**config.mk**
```make
export PLATFORM = sky130hd
export DESIGN_NAME = obstacle_runner
export DESIGN_NICKNAME = d
export VERILOG_FILES = /design/src/rtl/obstacle_runner.sv
export SDC_FILE = /design/constraint.sdc
export NUM_CORES = 1
export LEC_CHECK = 0
export ABC_CLOCK_PERIOD_IN_PS = 2800
export BUFFER_PORTS_ARGS = -buffer_cell sky130_fd_sc_hd__buf_2
export CORE_MARGIN = 2
export CORE_UTILIZATION = 56
export DETAILED_ROUTE_END_ITERATION = 8
export GPL_ROUTABILITY_DRIVEN = 0
export GPL_TIMING_DRIVEN = 0
export PLACE_DENSITY_LB_ADDON = 0.15
export SYNTH_ARGS = -nofsm -noshare
export SYNTH_HDL_FRONTEND = slang
export SYNTH_SLANG_ARGS = --single-unit
```
**constraint.sdc**
```tcl
create_clock -name clk -period 2.8 [get_ports clk]
set_clock_uncertainty 0.05 [all_clocks]
set_input_delay 0.56 -clock clk [delete_from_list [all_inputs] [get_ports clk]]
set_output_delay 0.56 -clock clk [all_outputs]
set_load 0.03 [all_outputs]
```
**src/rtl/obstacle_runner.sv**
```systemverilog
// obstacle_runner: scrolls a single obstacle toward the player column once per
// game tick. It checks each tick for a collision against the current jump height,
// keeps score and lives, and sequences IDLE / RUN / RECOVER / OVER.
// All outputs are registered and updated from one state machine.
module obstacle_runner #(
  parameter int X_START       = 640,
  parameter int SPEED         = 10,
  parameter int PLAYER_X      = 100,
  parameter int PLAYER_W      = 20,
  parameter int OBS_W         = 20,
  parameter int OBS_H         = 40,
  parameter int LIVES         = 3,
  parameter int RECOVER_TICKS = 16
) (
  input  logic        clk,
  input  logic        reset,
  input  logic        tick,
  input  logic        start,
  input  logic [9:0]  jump_h,
  output logic [9:0]  obs_x,
  output logic [15:0] score,
  output logic [1:0]  lives,
  output logic        hit,
  output logic        running,
  output logic        game_over
);

  localparam int CNT_W = $clog2(RECOVER_TICKS + 1);

  localparam logic [9:0]       X_INIT     = 10'(X_START);
  localparam logic [9:0]       STEP       = 10'(SPEED);
  localparam logic [10:0]      PLAYER_L   = 11'(PLAYER_X);
  localparam logic [10:0]      PLAYER_R   = 11'(PLAYER_X + PLAYER_W);
  localparam logic [10:0]      OBS_WIDTH  = 11'(OBS_W);
  localparam logic [9:0]       CLEAR_H    = 10'(OBS_H);
  localparam logic [1:0]       LIVES_INIT = 2'(LIVES);
  localparam logic [CNT_W-1:0] REC_INIT   = CNT_W'(RECOVER_TICKS);

  typedef enum logic [1:0] {
    S_IDLE,
    S_RUN,
    S_RECOVER,
    S_OVER
  } state_t;

  state_t           state;
  logic [CNT_W-1:0] rec_cnt;

  logic [10:0] obs_left;
  logic [10:0] obs_right;
  logic        collide;
  logic        wrap;

  // Score counter that sticks at its maximum instead of rolling over.
  function automatic logic [15:0] sat_inc(input logic [15:0] v);
    return (v == 16'hFFFF) ? v : v + 16'd1;
  endfunction

  // Overlap test on the pre-update obstacle position; 11-bit sums cannot overflow.
  always_comb begin
    obs_left  = {1'b0, obs_x};
    obs_right = obs_left + OBS_WIDTH;
    collide   = (obs_left < PLAYER_R) && (obs_right > PLAYER_L) && (jump_h < CLEAR_H);
    wrap      = (obs_x < STEP);
  end

  // Game sequencer with registered outputs; hit is a one-clock pulse.
  always_ff @(posedge clk or negedge reset) begin
    if (!reset) begin
      state     <= S_IDLE;
      obs_x     <= X_INIT;
      score     <= 16'd0;
      lives     <= LIVES_INIT;
      rec_cnt   <= '0;
      hit       <= 1'b0;
      running   <= 1'b0;
      game_over <= 1'b0;
    end else begin
      hit <= 1'b0;
      case (state)
        S_IDLE: begin
          // A tick arriving together with start is deliberately not applied.
          if (start) begin
            state   <= S_RUN;
            running <= 1'b1;
          end
        end

        S_RUN: begin
          if (tick) begin
            if (collide) begin
              hit   <= 1'b1;
              lives <= lives - 2'd1;
              obs_x <= X_INIT;
              if (lives == 2'd1) begin
                state     <= S_OVER;
                running   <= 1'b0;
                game_over <= 1'b1;
              end else begin
                state   <= S_RECOVER;
                rec_cnt <= REC_INIT;
              end
            end else if (wrap) begin
              obs_x <= X_INIT;
              score <= sat_inc(score);
            end else begin
              obs_x <= obs_x - STEP;
            end
          end
        end

        S_RECOVER: begin
          obs_x <= X_INIT;
          if (tick) begin
            rec_cnt <= rec_cnt - 1'b1;
            if (rec_cnt <= 1) begin
              state <= S_RUN;
            end
          end
        end

        S_OVER: begin
          // Restart goes straight to RUN with a fresh game.
          if (start) begin
            state     <= S_RUN;
            obs_x     <= X_INIT;
            score     <= 16'd0;
            lives     <= LIVES_INIT;
            rec_cnt   <= '0;
            running   <= 1'b1;
            game_over <= 1'b0;
          end
        end

        default: begin
          state   <= S_IDLE;
          running <= 1'b0;
        end
      endcase
    end
  end

endmodule

```
==> out/metrics.yaml <==
worstPathMaxFanout: 10
fin_cells: 375
grt_pass1_vias: 2030
wl_um: 5350
finalHoldViolations: 0
post-cts-setup-buffers: 0
grt_pass1_wl_um: 9240
cp.required_ns: 2.93
synth_nets: 303
dp_cells: 367
htreeDepth: 2
initial_core_util_pct: 59.3
hold_class: "primary input to async pin"
vias: 2227
antenna_found_initial: 0
drive_above_1_share_pct: 22.5
cts_buffer_depth: 2
cts_tree: "built"
clock-sinks: 37
synth-seq-cells: 37
synth_area_leaders: "dfrtp_1, ha_1, nand2_1"
critical_path.endpoint_type: "flip-flop"
powerDensity_nw_per_um2: 688
setup_viol: 0
antennaDiodeCount: 0
gr-total-overflow: 0
drtAntennaViolNets: 0
syn_inst: 277
synthFlopType: "dfrtp_1"
holdWs_ns: 0.312
yosys_warnings: 0
port_buffers: 40
outcome: "complete, no violations"
relSlewSlack_pct: 44.8
cts_buffers: 5
fin_tns_setup_ns: 0
post-route-util_pct: 68.7
fp.dieArea_um2: 4830
ys_types: 55
fin_crit_sh_pct: 92.7
synth_most_common_cell: "dfrtp_1"
syn_area_per_cell_um2: 8.68
synth_largest_area_cell: "dfrtp_1"
dpl.hpwl_um: 3870
synth_edf_count: 0
drtIter0Drc: 193
critPathArrivalTime_ns: 2.73
core_area_um2: 4060
drtPass1Iterations: 4
use_met1_pct: 31.7
fmax_mhz: 385
cap_violations: 0
routedWlPerCell_um: 14.3
p_leak_nw: 1.28
synthTopCellsByCount: "dfrtp_1, nand2_1, o21ai_0"
path_class: "flip-flop to flip-flop"
slew_violations: 0
rows: 23
async_reset_ff_share_pct: 100
clock_latency_ns: 0.29
nNetsFinal: 350
syn-cell-area_um2: 2400
r2r_slack_ns: 0.21
vias_per_cell: 5.94
grt.total_usage_pct: 23.2
ctsResizeCount: 0
cts_root_buf: "clkbuf_8"
dp_worst_setup_slack_ns: 0.231
grt-busiest-layer: "met2"
worstMarginPinSlew_ns: 0.828
grt_util_met3_pct: 5.09
max-vdd-ir-drop_mv: 0.481
die_w_um: 69.5
period_minus_slack_ns: 2.59
grt_setup_unrepaired: "false"
drc: 0
clkSlewWorstSetupHoldPaths_ns: 0.08
yosysTopAreaCellShare_pct: 34.3
met2_usage_pct: 37.2
area_growth_syn_to_layout_pct: 15.9
setup_ws_ns: 0.206
fill_cells: 374
grt_max_degree: 38
pin_count: 45
critPathLaunchType: "flip-flop"
die_y_um: 69.5
ys_seq_area_share_pct: 38.7
hold_buffers: 0
==> registers in the layout, indices dropped and copies added, names as in the netlist <==
register	flops
score	16
running	1
game_over	1
state	2
rec_cnt	5
obs_x	9
lives	2
hit	1
==> layout by cell type, fill, tap and decap left out, types with 5 or more instances in the layout <==
cell and instances:
a21oi_1 18, a31oi_1 7, buf_2 43, clkbuf_8 6, dfrtp_1 33, ha_1 12, inv_1 18, mux2i_1 5
nand2_1 31, nand2b_1 7, nand3_1 11, nor2_1 13, nor2b_1 7, nor3_1 15, nor4_1 5, o21ai_0 19
o22ai_1 5
==> final cells by class <==
| class | count | area, um2 | share of cell area (%) |
|---|---|---|---|
| Multi-Input combinational cell | 210 | 1340 | 47.9 |
| Sequential cell | 37 | 931 | 33.4 |
| Timing Repair Buffer | 40 | 200 | 7.18 |
| Clock buffer | 6 | 82.6 | 2.96 |
| Buffer | 12 | 71.3 | 2.56 |
| Inverter | 18 | 67.6 | 2.42 |
| Tap cell | 50 | 62.6 | 2.24 |
| Clock inverter | 2 | 37.5 | 1.35 |
==> where the power goes <==
group | internal (W) | total [W] | leakage [nW] | switching, W
Clock | 0.000290 | 0.000490 | 0.0574 | 0.000201
Sequential | 0.000631 | 0.000749 | 0.434 | 0.000118
Combinational | 0.000248 | 0.000680 | 0.786 | 0.000432
==> stage by stage <==
stage	power (W)	cell area (um2)
after global placement	0.00142	2670
after global routing	0.00204	2790
final	0.00192	2790
after floorplan	0.00125	2400
after CTS	0.00193	2790
after detailed placement	0.00143	2670
==> worst max-delay path, cell delays in order, from the launching register on <==
cell and delay [ns]:
dfrtp_1 0.47, inv_1 0.12, ha_1 0.30, nor2b_1 0.15
nor2_1 0.06, a32o_1 0.24, o21ai_0 0.48, buf_2 0.34
nor2_1 0.10, o22a_1 0.18
==> logic make-up after synthesis <==
family                   Yosys count  share of synthesized area, %
AO/OA/AOI/OAI                     75                          20.2
adder cells (fa/ha/maj)           12                          6.24
buffers and inverters             30                          5.77
flip-flops                        37                          38.7
multiplexers                       6                          2.55
other                              1                         0.156
AND/OR/NAND/NOR                  116                          26.4
==> metal layers <==
| metal | up-vias | wire length (um) |
|---|---|---|
| li1 | 1101 | - |
| met1 | 1074 | 2540 |
| met2 | 47 | 2560 |
| met3 | 5 | 189 |
| met4 | 0 | 49 |
| met5 | - | 0 |
==> path summary, 6_finish.rpt <==
| kind | endpoint | depth (start not counted) | start |
|---|---|---|---|
| max reg2reg | state[1]$_DFFE_PN0P_ | 9 | obs_x[2]$_DFFE_PN0P_ |
| max | state[1]$_DFFE_PN0P_ | 9 | obs_x[2]$_DFFE_PN0P_ |
| max in group asynchronous | score[4]$_DFFE_PN0P_ | 1 | reset |
| min in group clk | rec_cnt[4]$_DFFE_PN0P_ | 1 | rec_cnt[4]$_DFFE_PN0P_ |
| min | obs_x[1]$_DFFE_PN0P_ | 1 | reset |
| min reg2reg | rec_cnt[4]$_DFFE_PN0P_ | 1 | rec_cnt[4]$_DFFE_PN0P_ |
Note: power is estimated with default switching activity, not from simulation.
